$ cat config.mk
export PLATFORM = sky130hd
export DESIGN_NAME = parking_gate_ctrl
export DESIGN_NICKNAME = d
export VERILOG_FILES = /design/src/rtl/parking_gate_ctrl.sv
export SDC_FILE = /design/constraint.sdc
export NUM_CORES = 1
export LEC_CHECK = 0
export BUFFER_PORTS_ARGS = -buffer_cell sky130_fd_sc_hd__buf_2
export CAP_MARGIN = 20
export CORE_MARGIN = 5
export CORE_UTILIZATION = 50
export CTS_CLUSTER_DIAMETER = 60
export CTS_CLUSTER_SIZE = 10
export DETAILED_ROUTE_END_ITERATION = 10
export MAX_ROUTING_LAYER = met4
export PLACE_DENSITY = 0.74
export SLEW_MARGIN = 10
export SYNTH_ARGS = -nofsm -noshare
export SYNTH_HDL_FRONTEND = slang
export SYNTH_SLANG_ARGS = --single-unit
export TNS_END_PERCENT = 50
$ cat constraint.sdc
create_clock -name clk -period 2.4 [get_ports clk]
set_input_delay 0.36 -clock clk [delete_from_list [all_inputs] [get_ports clk]]
set_output_delay 0.36 -clock clk [all_outputs]
set_load 0.05 [all_outputs]
$ cat src/rtl/parking_gate_ctrl.sv
// -----------------------------------------------------------------------------
// parking_gate_ctrl
//
// Purpose:
//    Controls a parking-lot entry gate. A vehicle arriving at the gate must
//    present the correct password before the gate opens. The block also keeps
//    the lot occupancy count, which goes up on a gate pass and down on a
//    car_leave pulse. The lot refuses new arrivals while it is full.
//
// Optional feature (macro PARKING_LOCKOUT_EN):
//    When defined, MAX_TRIES consecutive wrong codes lock the gate for
//    LOCK_CYC cycles. When undefined, the LOCKED state is unreachable, locked
//    is tied low and the try counter does not exist.
//
// Ports:
//    clk              in   rising-edge clock
//    reset            in   synchronous reset, active-high
//    sensor_entrance  in   vehicle present at the gate
//    sensor_exit      in   vehicle has passed through the gate
//    car_leave        in   one-cycle pulse, a parked vehicle left the lot
//    pw_valid         in   one-cycle strobe, pw_code is valid
//    pw_code          in   entered password (digit 0 in the LSBs)
//    GREEN_LED        out  gate open (registered)
//    RED_LED          out  gate closed or attention (registered)
//    full             out  occupancy == CAPACITY (registered)
//    locked           out  lockout active (registered)
//    occupancy        out  current vehicle count
//    state_o          out  encoded FSM state
// -----------------------------------------------------------------------------
module parking_gate_ctrl #(
   parameter int                             PW_DIGITS   = 2,
   parameter int                             DIGIT_W     = 2,
   parameter logic [PW_DIGITS*DIGIT_W-1:0]   PASSWORD    = 4'b0110,
   parameter int                             CAPACITY    = 8,
   parameter int                             TIMEOUT_CYC = 1000,
   parameter int                             MAX_TRIES   = 3,
   parameter int                             LOCK_CYC    = 5000,
   localparam int                            CNT_W       = $clog2(CAPACITY + 1)
) (
   input  logic                             clk,
   input  logic                             reset,
   input  logic                             sensor_entrance,
   input  logic                             sensor_exit,
   input  logic                             car_leave,
   input  logic                             pw_valid,
   input  logic [PW_DIGITS*DIGIT_W-1:0]     pw_code,
   output logic                             GREEN_LED,
   output logic                             RED_LED,
   output logic                             full,
   output logic                             locked,
   output logic [CNT_W-1:0]                 occupancy,
   output logic [2:0]                       state_o
);

   typedef enum logic [2:0] {
      S_IDLE          = 3'd0,
      S_WAIT_PASSWORD = 3'd1,
      S_WRONG_PASS    = 3'd2,
      S_RIGHT_PASS    = 3'd3,
      S_STOP          = 3'd4,
      S_LOCKED        = 3'd5
   } state_t;

   localparam int                TMR_W    = $clog2(TIMEOUT_CYC + 1);
   localparam logic [TMR_W-1:0]  TMR_LAST = TMR_W'(TIMEOUT_CYC - 1);
   localparam logic [CNT_W-1:0]  CAP_VAL  = CNT_W'(CAPACITY);

   // Elaboration-time guard against degenerate configurations.
   if (PW_DIGITS < 1 || DIGIT_W < 1 || CAPACITY < 1 || TIMEOUT_CYC < 1 ||
       MAX_TRIES < 1 || LOCK_CYC < 1) begin : g_bad_params
      $error("parking_gate_ctrl: size and count parameters must be >= 1");
   end

   state_t              r_state;
   logic [TMR_W-1:0]    r_timer;
   logic                r_green;
   logic                r_red;
   logic [CNT_W-1:0]    r_occupancy;
   logic                r_full;

   logic                w_match;
   logic                w_pass;
   logic [CNT_W-1:0]    w_occ_next;

`ifdef PARKING_LOCKOUT_EN
   localparam int                TRY_W    = $clog2(MAX_TRIES + 1);
   localparam logic [TRY_W-1:0]  TRY_LAST = TRY_W'(MAX_TRIES - 1);
   localparam int                LCK_W    = $clog2(LOCK_CYC + 1);
   localparam logic [LCK_W-1:0]  LCK_LAST = LCK_W'(LOCK_CYC - 1);

   logic [TRY_W-1:0]    r_tries;
   logic [LCK_W-1:0]    r_lock_cnt;
   logic                r_locked;
`endif

   assign w_match = (pw_code == PASSWORD);
   // A gate pass is only recognised while the gate is open.
   assign w_pass  = (r_state == S_RIGHT_PASS) && sensor_exit;

   // --------------------------------------------------------------------------
   // FSM with registered outputs. The LED/locked registers decode the current
   // state register, so they follow state_o by exactly one cycle.
   // --------------------------------------------------------------------------
   always_ff @(posedge clk) begin
      // NOTE: every sequential register uses <= so all updates in this edge see
      // the pre-edge values; a blocking = here would create order-dependent logic.
      if (reset) begin
         r_state    <= S_IDLE;
         r_timer    <= '0;
         r_green    <= 1'b0;
         r_red      <= 1'b0;
`ifdef PARKING_LOCKOUT_EN
         r_tries    <= '0;
         r_lock_cnt <= '0;
         r_locked   <= 1'b0;
`endif
      end else begin
         // Output decode of the present state.
         r_green <= (r_state == S_RIGHT_PASS);
         case (r_state)
            S_WAIT_PASSWORD, S_STOP, S_LOCKED: r_red <= 1'b1;
            S_WRONG_PASS:                      r_red <= ~r_red;
            default:                           r_red <= 1'b0;
         endcase
`ifdef PARKING_LOCKOUT_EN
         r_locked   <= (r_state == S_LOCKED);
         r_lock_cnt <= '0;
`endif

         // The timeout counter is zero unless it is explicitly advanced below,
         // which covers both "clear on state entry" and "clear on pw_valid".
         r_timer <= '0;

         case (r_state)
            S_IDLE: begin
               if (sensor_entrance && !r_full) r_state <= S_WAIT_PASSWORD;
            end

            S_WAIT_PASSWORD, S_WRONG_PASS: begin
               if (pw_valid) begin
                  if (w_match) begin
                     r_state <= S_RIGHT_PASS;
`ifdef PARKING_LOCKOUT_EN
                     r_tries <= '0;
`endif
                  end else begin
`ifdef PARKING_LOCKOUT_EN
                     // This mismatch is the one that reaches MAX_TRIES.
                     r_state <= (r_tries == TRY_LAST) ? S_LOCKED : S_WRONG_PASS;
                     r_tries <= r_tries + 1'b1;
`else
                     r_state <= S_WRONG_PASS;
`endif
                  end
               end else if (r_timer == TMR_LAST) begin
                  r_state <= S_IDLE;
`ifdef PARKING_LOCKOUT_EN
                  r_tries <= '0;
`endif
               end else begin
                  r_timer <= r_timer + 1'b1;
               end
            end

            S_RIGHT_PASS: begin
               // Back-to-back: a second vehicle already waiting goes to STOP.
               if (sensor_exit) r_state <= sensor_entrance ? S_STOP : S_IDLE;
            end

            S_STOP: begin
               // Mismatches here neither count as tries nor time out.
               if (pw_valid && w_match) r_state <= S_RIGHT_PASS;
            end

`ifdef PARKING_LOCKOUT_EN
            S_LOCKED: begin
               if (r_lock_cnt == LCK_LAST) begin
                  r_state <= S_IDLE;
                  r_tries <= '0;
               end else begin
                  r_lock_cnt <= r_lock_cnt + 1'b1;
               end
            end
`endif

            default: r_state <= S_IDLE;
         endcase
      end
   end

   // --------------------------------------------------------------------------
   // Occupancy counter. A simultaneous pass and car_leave cancel out; otherwise
   // the count saturates at 0 and at CAPACITY.
   // --------------------------------------------------------------------------
   always_comb begin
      // NOTE: default assignment first so no path leaves w_occ_next unassigned,
      // which would otherwise infer a latch.
      w_occ_next = r_occupancy;
      if (w_pass && car_leave) begin
         w_occ_next = r_occupancy;
      end else if (w_pass) begin
         if (!r_full) w_occ_next = r_occupancy + 1'b1;
      end else if (car_leave && (r_occupancy != '0)) begin
         w_occ_next = r_occupancy - 1'b1;
      end
   end

   always_ff @(posedge clk) begin
      if (reset) begin
         r_occupancy <= '0;
         r_full      <= 1'b0;
      end else begin
         r_occupancy <= w_occ_next;
         r_full      <= (w_occ_next == CAP_VAL);
      end
   end

   assign GREEN_LED = r_green;
   assign RED_LED   = r_red;
   assign full      = r_full;
   assign occupancy = r_occupancy;
   assign state_o   = r_state;
`ifdef PARKING_LOCKOUT_EN
   assign locked    = r_locked;
`else
   assign locked    = 1'b0;
`endif

endmodule

Yosys cells after proc, flatten, opt, wreduce, memory -nomap -nowiden
Cells that the tools add are included.
{ "totals": {"romBits": 0, "n_memories": 0, "input_bits": 10, "output_inout_bits": 11, "ramBits": 0, "register_bits": 20, "latchBits": 0} }
{ "classes": {"shifts": 0, "mul": 0, "n_addsub": 3, "mux": 13, "order_cmp": 0, "eq_ne": 12, "n_bitwise": 2, "reduce_logical": 12, "div_mod_pow": 0} }
{ "ops": {"columns": ["operator", "count"], "rows": [
  ["$mux 3", 6],
  ["$mux 4", 4],
  ["$pmux 3 s4", 1],
  ["$add 10x1->10 const B", 1],
  ["$eq 10x10->1 const B", 1],
  ["$eq 3x2->1 const B", 2],
  ["$eq 3x3->1 const B", 2],
  ["$ne 2x2->1 const B", 3],
  ["$logic_and 1x1->1", 5],
  ["$add 4x1->4 const B", 1],
  ["$eq 4x3->1 const B", 1],
  ["$eq 4x4->1 const B", 1],
  ["$reduce_and 4->1", 1],
  ["$reduce_bool 4->1", 1],
  ["$reduce_or 4->1", 1],
  ["$sub 4x1->4 const B", 1],
  ["$eq 3x1->1 const B", 1],
  ["$logic_not 3->1", 1],
  ["$ne 3x3->1 const B", 1],
  ["$reduce_or 3->1", 1],
  ["$not 1->1", 2],
  ["$pmux 1 s2", 1],
  ["$reduce_or 2->1", 1],
  ["$logic_not 1->1", 1],
  ["$mux 1", 1]
]} }

Depth between registers and ports, before layout
Gate-level depths: netlist (run 1).
{ "depth": {"word_depth": 6, "mapped_depth": 7} }

Worst setup path before layout (run 1)
Ideal clock, no wire load.
{ "synth_path": {"kind": "reg-to-reg", "startpoint": "reg r_state[0], in the netlist state_o[0]", "endpoint": "reg r_timer[2]", "path_stages_with_launch": 7, "period_less_slack_ns": 1.981, "slack_ns": 0.419, "t_arrival_ns": 1.917, "required_ns": 2.336, "setup_ns": 0.064, "cell_sequence": "dfxtp_1 buf_2 xnor2_1 or3_2 or3_1 buf_2 nor2_1"} }
{ "synth_between": {"elab_chain_len": 4, "elab_cells_between_ends": 5, "classes_between": "2 x eq/ne; 1 x bitwise; 2 x reduce/logical"} }
{ "synth_rtl": {"columns": ["item", "line", "rtl"], "rows": [
  ["from (decl)", "74", "state_t r_state;"],
  ["from (signal assigned)", "167", "if (sensor_exit) r_state <= sensor_entrance ? S_STOP : S_IDLE;"],
  ["$eq 3x1->1 / $eq 3x2->1 (equally long branches)", "134", "case (r_state)"],
  ["$reduce_or 2->1 *", "134", null],
  ["$not 1->1 (no line) *", null, null],
  ["$reduce_or 4->1 (no line) *", null, null],
  ["to (signal assigned)", "161", "r_timer <= r_timer + 1'b1;"],
  ["to (decl)", "75", "logic [TMR_W-1:0] r_timer;"]
]} }
Every way passes the cells marked *; elsewhere a longest branch is shown, timed or not.
A chain may end at the register's enable or synchronous reset.

Worst setup path in the final report (run 1)
{ "layout_path": {"startpoint": "reg r_state[1], in the netlist state_o[1]", "endpoint": "reg r_timer[8]"} }
Same word-level chain as after synthesis.

==> impl_metrics.sql, run 1 <==
INSERT INTO impl_metrics (metric_group, metric, value, unit) VALUES
('setup_path', 'worst_ep_arrival_time', '2060', 'ps'),
('power_and_ir_drop', 'share_seq_of_total_power', '0.402', ''),
('grt', 'number_of_antenna_violations_at_the_first_check_in_global_routing', '0', ''),
('power_and_ir_drop', 'clock_power_share', '0.130', ''),
('hold_path', 'timing.hold.worst_path_depth', '3', ''),
('synth', 'synth_enable_flop_cells', '0', ''),
('setup_path', 'setup.worst_path.start', 'state_o[1]', ''),
('power_and_ir_drop', 'vdd.ir_drop.worst', '0.612', 'mV'),
('route', 'firstDrtPassIters', '4', ''),
('clocking', 'ctsLongestPathBuffers', '2', ''),
('floorplanning', 'fp-row-count', '16', ''),
('route', 'routed_via_density', '5.56', ''),
('placement', 'gp_congestion', '0.881', ''),
('synth', 'netlist_instances', '119', ''),
('grt', 'grt_start_max_net_pins', '13', ''),
('sta', 'slew_violations', '0', ''),
('clocking', 'tritoncts.num_buffers', '3', ''),
('sta', 'setup_total_negative_slack', '0', 'ps'),
('synth', 'mappedNetlistArea', '1020', 'sq um'),
('power_and_ir_drop', 'intPower', '644', 'uW'),
('synth', 'synth.lib_cells_used.distinct', '38', ''),
('setup_path', 'worst-path-max-fanout', '12', ''),
('floorplanning', 'fp.dieArea', '3040', 'sq um'),
('floorplanning', 'boundaryPins', '21', ''),
('synth', 'ys_dominant_reg_cell', 'dfxtp_1', ''),
('clocking', 'cts.root.buffer_cell', 'clkbuf_4', ''),
('clocking', 'clkTransAtPathRegs', '110', 'ps'),
('clocking', 'cts-hold-fix-buffers', '0', ''),
('clocking', 'htree_levels', '1', ''),
('setup_path', 'timing.setup.critical_path_class', 'flip-flop to flip-flop', ''),
('power_and_ir_drop', 'switching_share', '0.455', ''),
('finish', 'number_of_fillers_in_the_final_layout', '186', ''),
('finish', 'final_layout_size_suffix_gt1_frac', '0.199', ''),
('sta', 'worst_slack', '576', 'ps'),
('floorplanning', 'core_area', '1940', 'sq um'),
('placement', 'post-place-ws', '538', 'ps'),
('sta', 'final-setup-viol-count', '0', ''),
('synth', 'synthesis.area_per_instance', '8.55', 'sq um'),
('power_and_ir_drop', 'combPwrFrac', '0.467', ''),
('synth', 'syn_nets', '132', ''),
('sta', 'final.setup_skew', '5.67', 'ps'),
('grt', 'globalRoute.totalOverflow', '0', ''),
('sta', 'post-route-period-util', '0.760', ''),
('setup_path', 'r2r-start', 'state_o[1]', ''),
('grt', 'track_usage', '0.165', ''),
('clocking', 'post_cts_resized', '0', ''),
('clocking', 'insertion_delay', '290', 'ps'),
('outcome', 'run_status', 'complete, no violations', ''),
('synth', 'synth-async-reset-ratio', '0', ''),
('sta', 'rsz0062_at_grt', 'no', ''),
('placement', 'post-dp-hpwl', '1480', 'um'),
('synth', 'synth_sequential_area_ratio', '0.394', ''),
('finish', 'layout-area-overhead-vs-synth', '12.3', '%'),
('sta', 'fmax', '0.548', 'GHz'),
('setup_path', 'cp-end-kind', 'flip-flop', ''),
('power_and_ir_drop', 'power_switching', '537', 'uW'),
('placement', 'io_buffer_count', '19', ''),
('clocking', 'tritoncts', 'built', ''),
('floorplanning', 'start_util', '0.524', ''),
('finish', 'num-nets-final', '151', ''),
('route', 'wirelength', '2040', 'um'),
('sta', 'report.final.hold_viol_count', '0', ''),
('floorplanning', 'die-height', '55.1', 'um'),
('grt', 'via_count_of_the_first_global_routing_pass', '849', ''),
('finish', 'share_of_the_core_filled_with_cells_in_the_final_layout', '0.588', ''),
('floorplanning', 'die_extent_in_x', '55.1', 'um'),
('route', 'routed-via-count', '906', ''),
('sta', 'final.min_clock_period', '1820', 'ps'),
('route', 'wl_per_cell', '12.5', 'um'),
('finish', 'n_antenna_cell', '0', ''),
('setup_path', 'endpoint_of_the_worst_register_to_register_path', 'r_timer[8]', '');
[synth_stat cells, drive strengths merged (3+ instances only)]
cell type   n  area share
xnor2       8       0.069
ha          3       0.037
nand2       4       0.015
buf         5       0.030
a21oi       4       0.020
nor3        7       0.034
dfxtp      20        0.39
nand3       4       0.020
or3         3       0.020
nor2       19       0.070
inv         6       0.022
and3        6       0.037
[sequential cells by signal, summed over array words and instances (netlist names)]
name and cells:
full 1, occupancy 4, RED_LED 1, r_timer 10
GREEN_LED 1, state_o 3
[power groups by stage]
stage / sequential [uW] / clock (uW) / combinational (uW)
floorplan: 609 / 0 / 310
global placement: 474 / 0 / 540
detailed placement: 480 / 0 / 553
CTS: 473 / 160 / 556
global route: 486 / 178 / 598
finish: 475 / 154 / 552
[per-layer routing]
metal | up-vias | global-route usage | routed length, um
li1 | 455 | - | -
met4 | 0 | 0.0445 | 25
met3 | 4 | 0.0590 | 138
met1 | 416 | 0.197 | 898
met2 | 31 | 0.262 | 980
met5 | - | - | 0
[stage by stage]
stage	hold WS (ps)	area, sq um	power, uW	cells
floorplan	413	1020	919	119
global placement	426	1120	1010	160
detailed placement	438	1120	1030	160
CTS	365	1140	1190	163
global route	358	1140	1260	163
finish	366	1140	1180	163
[worst max-delay path, stage by stage, from the launching register on]
cell,delay [ps]
dfxtp_1,560
xnor2_1,130
or3_2,440
or3_1,470
nor2_1,150
[final cells by class]
type | count | area, sq um | area share
Clock buffer | 3 | 22.5 | 0.0197
Inverter | 6 | 22.5 | 0.0197
Multi-Input combinational cell | 87 | 561 | 0.491
Timing Repair Buffer | 20 | 103 | 0.0898
Tap cell | 27 | 33.8 | 0.0296
Sequential cell | 20 | 400 | 0.350
[cells by family (layout without fill, tap and decap cells)]
logic type               Yosys count  count (layout)  synth area share
AO/OA/AOI/OAI                     19              19             0.130
XOR/XNOR                          10              10            0.0861
adder cells (fa/ha/maj)            4               4            0.0480
buffers and inverters             12              29            0.0553
flip-flops                        20              20             0.394
multiplexers                       1               1           0.00984
other                              1               1           0.00369
AND/OR/NAND/NOR                   52              52             0.273
[worst min-delay path by stage]
| stage | start | to | slack (ps) |
|---|---|---|---|
| after CTS | pw_valid | state_o[1] | 370 |
| after floorplan | r_timer[0] | r_timer[0] | 410 |
| final | pw_valid | state_o[1] | 370 |
| after global placement | r_timer[0] | r_timer[0] | 430 |
| after detailed placement | r_timer[0] | r_timer[0] | 440 |
| after global routing | pw_valid | state_o[1] | 360 |
[cell usage in the layout (no fill, tap or decap), drive strengths merged, types with 4 or more instances in the layout]
| cell | instances |
|---|---|
| buf | 20 |
| and3 | 6 |
| xnor2 | 8 |
| nand2 | 4 |
| nor3 | 7 |
| nand3 | 4 |
| dfxtp | 20 |
| inv | 6 |
| a21oi | 4 |
| nor2 | 19 |
Power figures use the tool's default switching activity.
==> inputs of run 2 (changes only) <==
==> constraint.sdc (replaced) <==
create_clock -name clk -period 1.9 [get_ports clk]
set_input_delay 0.285 -clock clk [delete_from_list [all_inputs] [get_ports clk]]
set_output_delay 0.285 -clock clk [all_outputs]
set_load 0.05 [all_outputs]
==> impl_metrics.sql, run 2 (synthesis results as in run 1) <==
INSERT INTO impl_metrics (metric_group, metric, value, unit) VALUES
('clocking', 'htree_levels', '1', ''),
('grt', 'via_count_of_the_first_global_routing_pass', '802', ''),
('route', 'firstDrtPassIters', '4', ''),
('clocking', 'tritoncts', 'built', ''),
('setup_path', 'critical_path_slowest_stage_cell', 'or3_1', ''),
('grt', 'number_of_antenna_violations_at_the_first_check_in_global_routing', '0', ''),
('setup_path', 'r2r-start', 'state_o[1]', ''),
('setup_path', 'worst_ep_arrival_time', '1950', 'ps'),
('clocking', 'post_cts_resized', '0', ''),
('hold_path', 'worst_hold_path_type', 'input pin to flip-flop', ''),
('route', 'ant_nets', '0', ''),
('route', 'wl_per_cell', '12.2', 'um'),
('hold_path', 'timing.hold.worst.start', 'pw_valid', ''),
('route', 'drt-initial-drc-count', '13', ''),
('finish', 'layout-area-overhead-vs-synth', '14.0', '%'),
('hold_path', 'timing.hold.worst_path_depth', '3', ''),
('floorplanning', 'core_area', '1940', 'sq um'),
('floorplanning', 'die_extent_in_x', '55.1', 'um'),
('setup_path', 'cp.required', '2150', 'ps'),
('clocking', 'cts-hold-fix-buffers', '0', ''),
('finish', 'n_antenna_cell', '0', ''),
('setup_path', 'start_kind', 'flip-flop', ''),
('route', 'routed_via_density', '5.41', ''),
('power_and_ir_drop', 'vdd.ir_drop.worst', '1.06', 'mV'),
('placement', 'gp_congestion', '0.861', ''),
('finish', 'max_flop_register', 'r_timer', ''),
('grt', 'grt_start_max_net_pins', '13', ''),
('finish', 'largest_register_ffs', '10', ''),
('placement', 'place_area', '1140', 'sq um'),
('sta', 'rsz0062_at_grt', 'no', ''),
('sta', 'slew_violations', '0', ''),
('setup_path', 'cp-end-kind', 'flip-flop', ''),
('finish', 'final_cell_mix', '19 x nor2_1, 19 x buf_2, 18 x dfxtp_1', ''),
('floorplanning', 'fp.dieArea', '3040', 'sq um'),
('floorplanning', 'boundaryPins', '21', ''),
('setup_path', 'r2r.worst_path.cells', '4', ''),
('setup_path', 'cp_slowest_stage_delay', '480', 'ps'),
('power_and_ir_drop', 'finalPower', '1520', 'uW'),
('outcome', 'run_status', 'complete, no violations', ''),
('power_and_ir_drop', 'power.static_leakage', '0.000497', 'uW'),
('power_and_ir_drop', 'power_density', '1310', 'nW/um^2'),
('sta', 'report.final.hold_viol_count', '0', ''),
('placement', 'post-place-ws', '84.3', 'ps'),
('finish', 'finish.instance_area', '1160', 'sq um'),
('placement', 'post-dp-hpwl', '1460', 'um'),
('floorplanning', 'start_util', '0.524', ''),
('route', 'routed-via-count', '892', ''),
('sta', 'worst_slack', '197', 'ps'),
('route', 'drt_drc_violations_left', '0', ''),
('sta', 'fmax', '0.587', 'GHz'),
('placement', 'io_buffer_count', '19', ''),
('setup_path', 'worst-path-max-fanout', '12', ''),
('sta', 'post-route-period-util', '0.897', ''),
('clocking', 'tritoncts.num_buffers', '3', ''),
('clocking', 'clkTransAtPathRegs', '110', 'ps'),
('sta', 'final.min_clock_period', '1700', 'ps'),
('setup_path', 'timing.reg2reg.setup_slack', '200', 'ps'),
('route', 'wirelength', '2010', 'um'),
('sta', 'setup_total_negative_slack', '0', 'ps'),
('grt', 'track_usage', '0.158', ''),
('floorplanning', 'die-height', '55.1', 'um'),
('floorplanning', 'fp-row-count', '16', ''),
('clocking', 'cts_sinks', '20', ''),
('finish', 'number_of_fillers_in_the_final_layout', '182', ''),
('sta', 'final-setup-viol-count', '0', ''),
('finish', 'final_layout_size_suffix_gt1_frac', '0.225', ''),
('grt', 'globalRoute.totalOverflow', '0', ''),
('flow_run', 'max_cap_viols', '0', ''),
('setup_path', 'endpoint_of_the_worst_register_to_register_path', 'r_timer[3]', ''),
('hold_path', 'timing.hold.worst_endpoint', 'state_o[1]', ''),
('finish', 'num-nets-final', '153', ''),
('setup_path', 'cp_cell_sequence', 'xnor2_1, or3_2, or3_1, nor2_1', ''),
('grt', 'global_route_wire_length_before_repair', '3390', 'um'),
('clocking', 'cts.repair_timing.setup_buffer_count', '0', ''),
('clocking', 'ctsLongestPathBuffers', '2', ''),
('setup_path', 'timing.setup.critical_path_class', 'flip-flop to flip-flop', ''),
('sta', 'final.setup_skew', '10.9', 'ps'),
('clocking', 'insertion_delay', '310', 'ps'),
('clocking', 'cts.root.buffer_cell', 'clkbuf_4', '');
-- run 2: cell types whose count changed in the layout (fill, tap and decap cells not counted) --
cell / before / now
buf_4: 1 / 3
dfxtp_1: 20 / 18
dfxtp_2: 0 / 2
o311ai_0: 1 / 0
o311ai_1: 0 / 1
-- run 2: per-stage QoR --
| step | util | cells | hold slack (ps) |
|---|---|---|---|
| floorplan | - | 119 | 413 |
| global placement | 0.586 | 162 | 426 |
| detailed placement | 0.586 | 162 | 442 |
| CTS | 0.597 | 165 | 267 |
| global route | 0.597 | 165 | 269 |
| finish | 0.597 | 165 | 275 |
-- run 2: final cells by class --
class | count | area (sq um) | share of cell area
well taps | 27 | 33.8 | 0.0291
inverters | 6 | 22.5 | 0.0194
clock buffers | 3 | 22.5 | 0.0194
flip-flops and latches | 20 | 403 | 0.347
multi-input cells | 87 | 561 | 0.483
repair buffers | 22 | 118 | 0.101
-- run 2: critical path: cells and delay by family (launching register included) --
kind	cells	cell delay [ps]
XOR/XNOR	1	100
flip-flops	1	460
AND/OR/NAND/NOR	3	1070
-- run 2: layer usage --
layer  track usage  vias up  wire length, um
li1              -      456                -
met1         0.194      404              934
met4        0.0648        0               20
met3        0.0483        4              123
met5             -        -                0
met2         0.242       28              927
-- run 2: power breakdown --
part	internal, uW	switching, uW	total, uW
Sequential	491	97.9	589
Combinational	266	463	728
Clock	74.0	127	201
Total	831	688	1520
-- run 2: how the worst max path moves through the flow --
| stage | depth (start not counted) | slack, ps | endpoint | from |
|---|---|---|---|---|
| 3_5_place_dp | 6 | 80 | state_o[0] | pw_valid |
| 5_1_grt | 8 | 70 | full | occupancy[1] |
| 4_1_cts | 4 | 180 | r_timer[6] | state_o[1] |
| 2_1_floorplan | 6 | 30 | full | occupancy[0] |
| 3_3_place_gp | 6 | 150 | state_o[0] | pw_valid |
| 6_report | 4 | 200 | r_timer[3] | state_o[1] |
==> inputs of run 3 (changes only) <==
--- a/config.mk
+++ b/config.mk
@@ -13,7 +13,7 @@
 export CTS_CLUSTER_SIZE = 10
 export DETAILED_ROUTE_END_ITERATION = 10
 export MAX_ROUTING_LAYER = met4
-export PLACE_DENSITY = 0.74
+export PLACE_DENSITY = 0.7
 export SLEW_MARGIN = 10
 export SYNTH_ARGS = -nofsm -noshare
 export SYNTH_HDL_FRONTEND = slang
==> impl_metrics.sql, run 3 (synthesis results as in run 1) <==
INSERT INTO impl_metrics (metric_group, metric, value, unit) VALUES
('clocking', 'cts.root.buffer_cell', 'clkbuf_4', ''),
('grt', 'global_route_wire_length_before_repair', '3490', 'um'),
('route', 'wl_met3', '119', 'um'),
('sta', 'setup_total_negative_slack', '0', 'ps'),
('finish', 'max_flop_register', 'r_timer', ''),
('grt', 'track_usage', '0.164', ''),
('finish', 'final_layout_size_suffix_gt1_frac', '0.226', ''),
('placement', 'gp_congestion', '0.830', ''),
('clocking', 'post_cts_resized', '0', ''),
('route', 'routed_via_density', '5.63', ''),
('setup_path', 'cp-end-kind', 'flip-flop', ''),
('sta', 'final-setup-viol-count', '0', ''),
('sta', 'slew_violations', '0', ''),
('grt', 'globalRoute.totalOverflow', '0', ''),
('clocking', 'cts-hold-fix-buffers', '0', ''),
('flow_run', 'max_cap_viols', '0', ''),
('clocking', 'tritoncts.num_buffers', '3', ''),
('sta', 'final.min_clock_period', '1720', 'ps'),
('setup_path', 'crit_family', 'simple AND/OR/NAND/NOR gates', ''),
('floorplanning', 'boundaryPins', '21', ''),
('sta', 'post-route-period-util', '0.905', ''),
('route', 'routed-via-count', '923', ''),
('sta', 'fmax', '0.581', 'GHz'),
('setup_path', 'start_kind', 'flip-flop', ''),
('route', 'firstDrtPassIters', '4', ''),
('setup_path', 'timing.setup.critical_path_class', 'flip-flop to flip-flop', ''),
('finish', 'finish.cell_count_without_fillers', '164', ''),
('placement', 'placed_cells', '160', ''),
('setup_path', 'cp_slowest_stage_delay', '540', 'ps'),
('grt', 'number_of_antenna_violations_at_the_first_check_in_global_routing', '0', ''),
('route', 'route.met2.wl', '1060', 'um'),
('floorplanning', 'die_extent_in_x', '55.1', 'um'),
('finish', 'final_cell_mix', '19 x nor2_1, 19 x buf_2, 17 x dfxtp_1', ''),
('floorplanning', 'core_area', '1940', 'sq um'),
('route', 'wirelength', '2130', 'um'),
('power_and_ir_drop', 'vdd.ir_drop.worst', '0.762', 'mV'),
('clocking', 'insertion_delay', '300', 'ps'),
('sta', 'final.setup_skew', '2.39', 'ps'),
('grt', 'grt_start_max_net_pins', '13', ''),
('placement', 'post-dp-hpwl', '1550', 'um'),
('setup_path', 'timing.critical_path.buf_inv', '0', ''),
('setup_path', 'critical_path_slowest_stage_cell', 'dfxtp_1', ''),
('power_and_ir_drop', 'power.static_leakage', '0.000493', 'uW'),
('sta', 'report.final.hold_viol_count', '0', ''),
('hold_path', 'worst_hold_path_type', 'input pin to flip-flop', ''),
('finish', 'n_antenna_cell', '0', ''),
('setup_path', 'cp_cell_sequence', 'and3b_1, and3_1, a221oi_1, a21o_1, nor4b_1', ''),
('route', 'wl_per_cell', '13.0', 'um'),
('setup_path', 'worst-path-max-fanout', '12', ''),
('setup_path', 'worst_ep_arrival_time', '1930', 'ps'),
('outcome', 'run_status', 'complete, no violations', ''),
('clocking', 'cts_sinks', '20', ''),
('power_and_ir_drop', 'power_density', '1350', 'nW/um^2'),
('placement', 'io_buffer_count', '19', ''),
('finish', 'largest_register_ffs', '10', ''),
('clocking', 'clkTransAtPathRegs', '110', 'ps'),
('route', 'ant_nets', '0', ''),
('floorplanning', 'fp.dieArea', '3040', 'sq um'),
('route', 'drt_drc_violations_left', '0', ''),
('setup_path', 'cp.required', '2110', 'ps'),
('floorplanning', 'start_util', '0.524', ''),
('clocking', 'ctsLongestPathBuffers', '2', ''),
('sta', 'rsz0062_at_grt', 'no', ''),
('grt', 'via_count_of_the_first_global_routing_pass', '870', ''),
('clocking', 'tritoncts', 'built', ''),
('floorplanning', 'fp-row-count', '16', ''),
('clocking', 'htree_levels', '1', ''),
('route', 'met1_routed_length', '931', 'um'),
('finish', 'num-nets-final', '151', ''),
('route', 'drt-initial-drc-count', '24', ''),
('route', 'top_layer', 'met4', ''),
('floorplanning', 'die-height', '55.1', 'um'),
('clocking', 'cts.repair_timing.setup_buffer_count', '0', ''),
('finish', 'layout-area-overhead-vs-synth', '14.0', '%');
-- run 3: cell count changes in the layout (fill, tap and decap cells not counted), sizes merged --
cell / delta
clkbuf: +1
buf: -2
-- run 3: metal layers --
layer | up-vias | GRT usage
met1 | 433 | 0.187
met5 | - | -
li1 | 458 | -
met4 | 0 | 0.0972
met3 | 2 | 0.0268
met2 | 30 | 0.270
-- run 3: area by class of cell --
class | instances | area, sq um
multi-input cells | 87 | 561
clock buffers | 4 | 36.3
inverters | 6 | 22.5
flip-flops and latches | 20 | 404
fillers | 188 | 782
well taps | 27 | 33.8
repair buffers | 20 | 103
-- run 3: per-stage QoR --
| step | instance area (sq um) | hold WS [ps] | setup WS (ps) | util | total power, uW |
|---|---|---|---|---|---|
| floorplan | 1020 | 413 | 29.0 | - | 1170 |
| global placement | 1120 | 426 | 146 | 0.578 | 1290 |
| detailed placement | 1120 | 433 | 95.2 | 0.578 | 1320 |
| CTS | 1160 | 284 | 195 | 0.597 | 1560 |
| global route | 1160 | 306 | 2.10 | 0.597 | 1670 |
| finish | 1160 | 290 | 180 | 0.597 | 1570 |
-- run 3: report_power, final --
| group | leakage [uW] | switching, uW | internal [uW] |
|---|---|---|---|
| combinational | 0.000309 | 459 | 255 |
| clock | 0.0000210 | 133 | 117 |
| sequential | 0.000163 | 111 | 493 |
-- run 3: worst paths after layout --
path	start	endpoint	slack, ps	cells past startpoint
min	pw_valid	state_o[1]	290	3
max reg2reg	state_o[2]	full	180	5
min reg2reg	r_timer[0]	r_timer[0]	450	1
max	state_o[2]	full	180	5
-- run 3: worst reg2reg max path, delay by kind of cell, from the launching register on --
kind,cells,cell delay (ps)
compound gates,2,390
flops,1,540
simple gates,3,700
